### config.mk
export PLATFORM = sky130hd
export DESIGN_NAME = inv_mix_col_seq
export DESIGN_NICKNAME = d
export VERILOG_FILES = /design/src/rtl/inv_mix_col_seq.sv
export SDC_FILE = /design/constraint.sdc
export NUM_CORES = 1
export LEC_CHECK = 0
export BUFFER_PORTS_ARGS = -buffer_cell sky130_fd_sc_hd__buf_2
export CAP_MARGIN = 20
export CORE_MARGIN = 2
export CORE_UTILIZATION = 50
export DETAILED_ROUTE_END_ITERATION = 10
export GPL_TIMING_DRIVEN = 0
export PLACE_DENSITY = 0.73
export SYNTH_ARGS = -nofsm -noshare
export SYNTH_HDL_FRONTEND = slang
export SYNTH_SLANG_ARGS = --single-unit
### constraint.sdc
create_clock -name clk -period 2 [get_ports clk]
set_input_delay 0.3 -clock clk [delete_from_list [all_inputs] [get_ports clk]]
set_output_delay 0.3 -clock clk [all_outputs]
set_load 0.1 [all_outputs]
### src/rtl/inv_mix_col_seq.sv
`default_nettype none
// ============================================================================
// Module   : inv_mix_col_seq
// Brief    : S-AES (Inverse) MixColumns over GF(2^4), one column per cycle,
//            with a valid/ready handshake on input and output.
// Revision : 1.0 - initial release
// ============================================================================
module inv_mix_col_seq #(
    parameter bit FWD = 1'b0
) (
    input  logic        clk,
    input  logic        rst,
    input  logic        in_valid,
    output logic        in_ready,
    input  logic [15:0] state_in,
    output logic        out_valid,
    input  logic        out_ready,
    output logic [15:0] state_out
);

    typedef enum logic [1:0] {
        IDLE = 2'd0,
        COL0 = 2'd1,
        COL1 = 2'd2,
        DONE = 2'd3
    } state_t;

    localparam logic [3:0] c_poly_low = 4'h3;

    state_t      r_state;
    state_t      w_state_nxt;
    logic [15:0] r_operand;
    logic [15:0] r_result;
    logic [7:0]  w_col_in;
    logic [7:0]  w_col_out;
    logic [3:0]  w_a;
    logic [3:0]  w_b;

    // Multiply by x modulo x^4+x+1: the dropped x^4 term folds back as x+1.
    function automatic logic [3:0] gf_dbl(input logic [3:0] n);
        gf_dbl = {n[2:0], 1'b0} ^ (n[3] ? c_poly_low : 4'h0);
    endfunction

    function automatic logic [3:0] gf_mul4(input logic [3:0] n);
        gf_mul4 = gf_dbl(gf_dbl(n));
    endfunction

    function automatic logic [3:0] gf_mul9(input logic [3:0] n);
        gf_mul9 = gf_dbl(gf_mul4(n)) ^ n;
    endfunction

    // A single shared column datapath; the state picks which column feeds it.
    assign w_col_in = (r_state == COL1) ? r_operand[7:0] : r_operand[15:8];
    assign w_a      = w_col_in[7:4];
    assign w_b      = w_col_in[3:0];

    generate
        if (FWD == 1'b0) begin : g_inv
            assign w_col_out = {gf_mul9(w_a) ^ gf_dbl(w_b),
                                gf_dbl(w_a)  ^ gf_mul9(w_b)};
        end else begin : g_fwd
            assign w_col_out = {w_a ^ gf_mul4(w_b),
                                gf_mul4(w_a) ^ w_b};
        end
    endgenerate

    always_ff @(posedge clk) begin
        if (rst) begin
            r_state   <= IDLE;
            r_operand <= 16'h0000;
            r_result  <= 16'h0000;
        end else begin
            r_state <= w_state_nxt;
            if (r_state == IDLE && in_valid) begin
                r_operand <= state_in;
            end
            if (r_state == COL0) begin
                r_result[15:8] <= w_col_out;
            end
            if (r_state == COL1) begin
                r_result[7:0] <= w_col_out;
            end
        end
    end

    always_comb begin
        w_state_nxt = r_state;
        case (r_state)
            IDLE:    if (in_valid) w_state_nxt = COL0;
            COL0:    w_state_nxt = COL1;
            COL1:    w_state_nxt = DONE;
            DONE:    if (out_ready) w_state_nxt = IDLE;
            default: w_state_nxt = IDLE;
        endcase
    end

    // Handshake outputs decode the state only, so no input-to-output path.
    assign in_ready  = (r_state == IDLE);
    assign out_valid = (r_state == DONE);
    assign state_out = r_result;

endmodule
`default_nettype wire

==> out/results.ini, run 1 <==
[floorplanning]
die_h_um=59.1
top_level_ports=38
row_count=19
dieArea_um2=3490
core_area_um2=2830
die-width_um=59.1
start_util=0.536

[clock_network]
cts_tree=yes
h-tree-depth=2
clkSlewWorstSetupHoldPaths_ns=0.11
clock-sinks=34
hold_buffers=0
cts_buffers=5
root_buffer=clkbuf_4
cts_resized=0
cts_buffer_depth=2
cts_setup_buffers=0
clk_latency_ns=0.35

[synthesis]
synth_warnings=0
ys_ff_latch=34
ys_seq_area_frac=0.449
syn-cell-area_um2=1520
syn_inst=169
synth_fp_nets=193
synthDistinctLibCells=25
syn_avg_cell_area_um2=8.97

[layout]
fin_util=0.640
n_fill_cell=277
area_delta_synth_final_pct=19.6
final_cell_mix=buf_2, dfxtp_1, nand2_1
diodes=0
fin_cells=244
mostFrequentLayoutCell=buf_2
nets=236
drive_gt1_frac=0.230

[power_and_ir_drop]
sequentialPowerShare=0.304
p_sw_mw=1.61
cellInternalPower_mw=1.57
sw_frac_of_total=0.507
power_frac_comb=0.540
cellLeakagePower_nw=0.754
vdd_drop_max_mv=0.748
clock_power_share=0.156
power_density_nw_per_um2=1760

[place]
port_buffers=36
dp_hpwl_um=2370
place.gp.congestion=0.746
dp_cells=236

[setup_path]
path_class=flop to primary output
cp_max_fo=5
crit_path_end_kind=primary output
timing.reg2reg.setup_slack_ns=0.32
required_ns=1.70
startpoint_type=flop
timing.critical_path.arrival_ns=1.44

[outcome]
outcome=complete, no violations

[global_routing]
grt_max_degree=11
grt_pass1_wl_um=5380
grt-ovfl-total=0
grt_pass1_vias=1165
grtUsageTotal=0.211
antenna_found_initial=0

[timing]
fin_setup_tns_ns=0
hold_viol=0
min_period_ns=1.74
tightest_slew_ns=0.517
slew_headroom=0.655
setup_viol=0
rsz0062_at_grt=false
skew_ns=0.00963
final_max_slew_viol_count=0
max_freq_mhz=574
period_share=0.871

[route]
post_drt_via_cell_ratio=5.18
met2_length_um=1550
drc_errors=0
vias=1264
wl_per_cell_um=13.1
wl_met1_um=1430
wl_met3_um=168
drtIter0Drc=35
highest_layer=met4
drt_pass1_iterations=4
drtAntennaViolNets=0
wl_um=3200

[hold_path]
min_path_type=primary input to flop

[job]
cap_violations=0

Yosys cell counts:
cell,count,area [um2]
xnor2_1,11,96.3
a211oi_1,4,30.0
nand2b_1,1,6.26
buf_6,1,11.3
ha_1,4,50.1
nor3b_1,2,15.0
mux2i_1,16,160
inv_1,5,18.8
nor3_1,4,20.0
nand3b_1,2,15.0
or3_1,3,18.8
and4b_1,1,10.0
dfxtp_1,34,681
a21oi_1,17,85.1
and2_1,1,6.26
xnor2_2,1,16.3
buf_1,3,11.3
buf_2,3,15.0
nor2b_1,2,12.5
clkbuf_1,3,11.3
mux2i_4,1,22.5
nand2_1,33,124
nor2_1,14,52.6
a211o_1,1,8.76
o311ai_1,2,17.5
layout make-up:
| cell class | count | area [um2] | share of cell area |
|---|---|---|---|
| sequential | 34 | 681 | 0.376 |
| buffer | 10 | 48.8 | 0.0269 |
| tap | 31 | 38.8 | 0.0214 |
| multi-input combinational | 120 | 769 | 0.425 |
| clock inverter | 1 | 30.0 | 0.0166 |
| timing repair buffer | 36 | 180 | 0.0994 |
| inverter | 5 | 18.8 | 0.0104 |
| clock buffer | 7 | 45.0 | 0.0249 |
state kept, by name, indices dropped and copies added (netlist names):
name and cells:
state_out 16, r_state 2, r_operand 16
metrics by stage:
step	area [um2]	total power, mW	setup slack [ns]	hold slack [ns]
3_3_place_gp	1740	2.66	0.354	0.457
3_5_place_dp	1740	2.70	0.318	0.459
6_report	1810	3.18	0.259	0.176
2_1_floorplan	1520	2.43	0.181	0.436
4_1_cts	1810	3.20	0.242	0.167
5_1_grt	1810	3.37	0.152	0.186
metal layers:
layer,GRT usage,vias up
li1,-,649
met1,0.266,580
met2,0.344,29
met3,0.0590,6
met4,0.0812,0
met5,0,-
logic make-up (layout without fill, tap and decap cells):
group / after synthesis / count (layout) / share of synthesized area
AO/OA/AOI/OAI: 24 / 24 / 0.0933
buffers and inverters: 15 / 59 / 0.0446
flip-flops: 34 / 34 / 0.449
adder cells (fa/ha/maj): 4 / 4 / 0.0330
XOR/XNOR: 12 / 12 / 0.0743
multiplexers: 17 / 17 / 0.121
AND/OR/NAND/NOR: 63 / 63 / 0.185
worst paths after layout:
path,from,endpoint,depth (start not counted)
hold reg to reg,r_operand[10]$_SDFFE_PP0P_,r_operand[10]$_SDFFE_PP0P_,2
hold / removal,state_in[9],r_operand[9]$_SDFFE_PP0P_,3
setup / recovery,r_state[1]$_SDFFE_PP0P_,in_ready,3
setup reg to reg,r_state[0]$_SDFFE_PP0P_,state_out[8]$_SDFFE_PP0N_,6
power by group through the flow:
stage                     clock network (mW)  registers [mW]  logic [mW]
after floorplan                            0            1.56       0.866
after global placement                     0           0.972        1.69
after detailed placement                   0           0.984        1.71
after CTS                              0.506           0.970        1.72
after global routing                   0.542           0.995        1.83
final                                  0.498           0.967        1.72
worst max-delay path, cell delays in order, from the launching register on:
cell and delay (ns):
dfxtp_1 0.36, inv_1 0.09, ha_2 0.21, buf_2 0.43
No activity file was read; power rests on OpenSTA's default activity.
==> run 2, diff against run 1 <==
--- a/config.mk
+++ b/config.mk
@@ -8,10 +8,11 @@
 export BUFFER_PORTS_ARGS = -buffer_cell sky130_fd_sc_hd__buf_2
 export CAP_MARGIN = 20
 export CORE_MARGIN = 2
-export CORE_UTILIZATION = 50
+export CORE_UTILIZATION = 30
 export DETAILED_ROUTE_END_ITERATION = 10
 export GPL_TIMING_DRIVEN = 0
-export PLACE_DENSITY = 0.73
+export PLACE_DENSITY = 0.47
+export SKIP_LAST_GASP = 1
 export SYNTH_ARGS = -nofsm -noshare
 export SYNTH_HDL_FRONTEND = slang
 export SYNTH_SLANG_ARGS = --single-unit
==> run 2 against run 1 <==
Net effect:
- via count down 3.2%
- utilization down 25 points
- non-clock buffer count unchanged
- count of clock-buffer cells in the layout unchanged
- largest power group unchanged
- highest routed layer unchanged
- combinational power about the same
- critical path depth up 3
==> out/results.ini, run 2 (same netlist as run 1, synthesis figures left out) <==
[power_and_ir_drop]
power_frac_comb=0.537  ; -0.003
sw_frac_of_total=0.504  ; -0.00287
cellInternalPower_mw=1.58  ; +0.80%
cellLeakagePower_nw=0.763  ; +1.2%
sequentialPowerShare=0.303  ; about the same
vdd_drop_max_mv=0.510  ; -32%
power_density_nw_per_um2=1700  ; -3.1%
clock_power_share=0.160  ; +0.004
p_sw_mw=1.61  ; -0.35%

[place]
placed_cell_area_um2=1780  ; +2.6%
dp_hpwl_um=2670  ; +12%
place.gp.congestion=0.792  ; +6.1%
port_buffers=36  ; unchanged

[floorplanning]
core_area_um2=4790  ; +69%
row_count=25  ; +6
start_util=0.317  ; -0.219
top_level_ports=38  ; unchanged
die-width_um=75.1  ; +27%
die_h_um=75.1  ; +27%
dieArea_um2=5640  ; +62%

[setup_path]
r2r-end=state_out[9]$_SDFFE_PP0N_
rr_worst_depth=6  ; unchanged
crit_path_end_kind=flop
timing.critical_path.arrival_ns=1.87  ; +0.43 ns
path_class=flop to flop
timing.reg2reg.setup_slack_ns=0.31  ; about the same
startpoint_type=flop
worst_r2r_startpoint=r_state[0]$_SDFFE_PP0P_
required_ns=2.18  ; +0.48 ns
cp_max_fo=10  ; +5

[route]
drtIter0Drc=36  ; +2.9%
post_drt_via_cell_ratio=4.37  ; -16%
drc_errors=0  ; unchanged
wl_um=3410  ; +6.7%
drt_pass1_iterations=6  ; +2
wl_per_cell_um=12.2  ; -7.0%
drtAntennaViolNets=0  ; unchanged
vias=1223  ; -3.2%

[layout]
nets=236  ; unchanged
drive_gt1_frac=0.235  ; +0.00469
fin_util=0.391  ; -0.249
final_area_um2=1870  ; +3.4%
n_fill_cell=516  ; +86%
area_delta_synth_final_pct=23.6
diodes=0  ; unchanged
final_cell_mix=buf_2, dfxtp_1, nand2_1
mostFrequentLayoutCell=buf_2

[clock_network]
cts_buffers=5  ; unchanged
cts_tree=yes
cts_setup_buffers=0  ; unchanged
clk_latency_ns=0.28  ; -0.07 ns
cts_resized=0  ; unchanged
clkSlewWorstSetupHoldPaths_ns=0.07  ; -0.04 ns
root_buffer=clkbuf_8
hold_buffers=0  ; unchanged
clock-sinks=34  ; unchanged
h-tree-depth=2  ; unchanged
cts_buffer_depth=2  ; unchanged

[global_routing]
grt_pass1_wl_um=5750  ; +6.9%
grt_pass1_vias=1199  ; +2.9%
antenna_found_initial=0  ; unchanged
met1_usage=0.175  ; -0.0907
grt_max_degree=11  ; unchanged
use_met2=0.225  ; -0.119
grt-ovfl-total=0  ; unchanged
busiest_layer=met2
grtUsageTotal=0.137  ; -0.0739
met3_usage=0.0402  ; -0.0188

[timing]
hold_viol=0  ; unchanged
period_share=0.844  ; -0.0264
fin_setup_tns_ns=0  ; unchanged
setup_viol=0  ; unchanged
slew_headroom=0.651  ; -0.00391
rsz0062_at_grt=false
final_max_slew_viol_count=0  ; unchanged
skew_ns=0.00907  ; -0.000562 ns
max_freq_mhz=592  ; +3.1%
min_period_ns=1.69  ; -0.0528 ns
tightest_slew_ns=0.523  ; +0.00586 ns

[hold_path]
min_to=r_operand[3]$_SDFFE_PP0P_
min_delay_path_depth=3  ; unchanged
hold_path_startpoint=state_in[3]
min_path_type=primary input to flop

[job]
cap_violations=0  ; unchanged

[outcome]
outcome=complete, no violations

run 2: worst max path at each step:
stage / start / end / slack [ns]
6_report: r_state[0]$_SDFFE_PP0P_ / state_out[9]$_SDFFE_PP0N_ / 0.31
4_1_cts: r_state[0]$_SDFFE_PP0P_ / in_ready / 0.32
2_1_floorplan: r_state[0]$_SDFFE_PP0P_ / r_state[1]$_SDFFE_PP0P_ / 0.18
3_5_place_dp: r_state[0]$_SDFFE_PP0P_ / state_out[9]$_SDFFE_PP0N_ / 0.34
3_3_place_gp: r_state[0]$_SDFFE_PP0P_ / state_out[8]$_SDFFE_PP0N_ / 0.35
5_1_grt: r_state[0]$_SDFFE_PP0P_ / state_out[9]$_SDFFE_PP0N_ / 0.19
run 2: worst max-delay path, cell delays in order (launching register included):
cell	delay, ns
dfxtp_1	0.39
inv_1	0.09
ha_1	0.29
buf_6	0.18
mux2i_1	0.15
or3_1	0.38
o311ai_1	0.09
run 2: layout make-up:
| type | instances | area (um2) | area share |
|---|---|---|---|
| Multi-Input combinational cell | 120 | 769 | 0.411 |
| Sequential cell | 34 | 681 | 0.363 |
| Timing Repair Buffer | 36 | 180 | 0.0962 |
| Clock buffer | 7 | 86.3 | 0.0461 |
| Tap cell | 67 | 83.8 | 0.0448 |
| Buffer | 10 | 48.8 | 0.0261 |
| Inverter | 5 | 18.8 | 0.0100 |
| Clock inverter | 1 | 5.00 | 0.00267 |
run 2: metrics by stage:
step                power (mW)  cells  hold WS, ns  setup slack (ns)
detailed placement        2.71    272        0.467             0.339
finish                    3.19    280        0.260             0.311
global placement          2.69    272        0.463             0.350
CTS                       3.23    280        0.250             0.322
floorplan                 2.43    169        0.436             0.181
global route              3.40    280        0.259             0.192
run 2: layer usage:
layer / wire length [um] / share of wire / up-vias
met5: 0 / 0 / -
met4: 22 / 0.0064 / 0
met3: 146 / 0.043 / 2
met2: 1630 / 0.48 / 29
met1: 1610 / 0.47 / 544
li1: - / - / 648
run 2: power groups by stage:
stage	combinational, mW	sequential [mW]	clock (mW)
3_3_place_gp	1.71	0.982	0
5_1_grt	1.85	0.997	0.559
2_1_floorplan	0.866	1.56	0
6_report	1.71	0.968	0.511
4_1_cts	1.73	0.971	0.528
3_5_place_dp	1.73	0.987	0
==> run 3, diff against run 2 <==
==> constraint.sdc (replaced) <==
create_clock -name clk -period 1.75 [get_ports clk]
set_input_delay 0.2625 -clock clk [delete_from_list [all_inputs] [get_ports clk]]
set_output_delay 0.2625 -clock clk [all_outputs]
set_load 0.1 [all_outputs]
==> run 3 against run 2 <==
Net effect:
- sequential share of layout area down 0.85 points
- wire length up 0.26%
- clock skew fell by 0.0045 ns
- first-iteration DRC count grew 22%
- cell count decreased by 0.36%
- total power increased by 19%
- design area increased by 2.4%
- combinational power up 18%
- register-to-register slack worse by 0.20 ns
- utilization up 0.94 points
- fmax up 3.1%
- largest power group unchanged
==> out/results.ini, run 3 (same netlist as run 1, synthesis figures left out) <==
[timing]
final.setup.worst_slack_ns=0.112  ; -0.199 ns
hold_viol=0  ; unchanged
skew_ns=0.00458  ; -0.00449 ns
tightest_slew_ns=0.583  ; +0.0595 ns
fin_setup_tns_ns=0  ; unchanged
rsz0062_at_grt=false
period_share=0.936  ; +0.0914
min_period_ns=1.64  ; -0.0511 ns
final_max_slew_viol_count=0  ; unchanged
max_freq_mhz=611  ; +3.1%
setup_viol=0  ; unchanged
slew_headroom=0.612  ; -0.0397

[layout]
fin_cells=279  ; -0.36%
final_cell_mix=buf_2, dfxtp_1, nand2_1
drive_gt1_frac=0.264  ; +0.0294
mostFrequentLayoutCell=buf_2
nets=235  ; -0.42%
fin_util=0.401  ; +0.00941
area_delta_synth_final_pct=26.6
diodes=0  ; unchanged

[route]
post_drt_via_cell_ratio=4.41  ; +1.0%
vias=1231  ; +0.65%
drc_errors=0  ; unchanged
drtIter0Drc=44  ; +22%
drtAntennaViolNets=0  ; unchanged
wl_per_cell_um=12.3  ; +0.62%
drt_pass1_iterations=4  ; -2
wl_um=3420  ; +0.26%

[floorplanning]
dieArea_um2=5640  ; unchanged
top_level_ports=38  ; unchanged
row_count=25  ; unchanged
core_area_um2=4790  ; unchanged
die_h_um=75.1  ; unchanged
die-width_um=75.1  ; unchanged
start_util=0.317  ; unchanged

[global_routing]
grt_max_degree=11  ; unchanged
grt_pass1_wl_um=5550  ; -3.6%
grt_pass1_vias=1165  ; -2.8%
grt-ovfl-total=0  ; unchanged
antenna_found_initial=0  ; unchanged
grtUsageTotal=0.135  ; -0.00261

[setup_path]
timing.critical_path.arrival_ns=1.82  ; -0.05 ns
path_class=flop to flop
cp_max_fo=10  ; unchanged
crit_path_end_kind=flop
startpoint_type=flop
required_ns=1.93  ; -0.25 ns

[clock_network]
clock-sinks=34  ; unchanged
clk_latency_ns=0.28  ; about the same
cts_tree=yes
h-tree-depth=2  ; unchanged
hold_buffers=0  ; unchanged
clkSlewWorstSetupHoldPaths_ns=0.07  ; about the same
cts_setup_buffers=0  ; unchanged
root_buffer=clkbuf_8
cts_buffer_depth=2  ; unchanged
cts_resized=0  ; unchanged
cts_buffers=5  ; unchanged

[power_and_ir_drop]
power_density_nw_per_um2=1980  ; +16%
vdd_drop_max_mv=0.543  ; +6.4%
cellLeakagePower_nw=0.773  ; +1.3%

[place]
dp_hpwl_um=2650  ; -0.58%
dpl_worst_slack_ns=0.0480  ; -0.291 ns
place.gp.congestion=0.759  ; -4.2%
port_buffers=36  ; unchanged
dp_cells=272  ; unchanged

[job]
cap_violations=0  ; unchanged

[hold_path]
min_path_type=primary input to flop

[outcome]
outcome=complete, no violations

## run 3: metrics by stage
step                      hold slack [ns]  area, um2  power, mW
final                               0.217       1920       3.80
after global routing                0.216       1920       4.02
after CTS                           0.206       1900       3.81
after detailed placement            0.466       1790       3.14
after global placement              0.461       1790       3.10
after floorplan                     0.398       1530       2.81
## run 3: worst paths after layout
check,start,to,slack (ns),depth (start not counted)
setup / recovery,r_state[0]$_SDFFE_PP0P_,state_out[12]$_SDFFE_PP0N_,0.11,6
hold / removal,state_in[2],r_operand[2]$_SDFFE_PP0P_,0.22,3
setup reg to reg,r_state[0]$_SDFFE_PP0P_,state_out[12]$_SDFFE_PP0N_,0.11,6
hold reg to reg,r_operand[10]$_SDFFE_PP0P_,r_operand[10]$_SDFFE_PP0P_,0.47,2
## run 3: routing by layer
metal	wire length, um	vias up	track usage
li1	-	647	-
met1	1630	554	0.170
met2	1610	26	0.213
met3	162	4	0.0348
met4	27	0	0.0655
met5	0	-	0
## run 3: cell type report
type,count,area [um2]
plain buffers,9,50.0
inverters,5,18.8
fillers,503,2870
flip-flops and latches,34,681
repair buffers,36,180
clock buffers,8,110
multi-input cells,120,795
well taps,67,83.8
## run 3: critical path: stages (launching register included)
cell and delay [ns]:
dfxtp_1 0.39, inv_1 0.11, ha_2 0.24, buf_6 0.16, mux2i_2 0.17, or3_1 0.37
o311ai_1 0.09
## run 3: report_power, final
group | leakage [nW] | internal, mW | total [mW] | switching (mW)
Sequential | 0.278 | 0.966 | 1.11 | 0.145
Clock | 0.0575 | 0.397 | 0.665 | 0.268
Combinational | 0.438 | 0.565 | 2.02 | 1.45
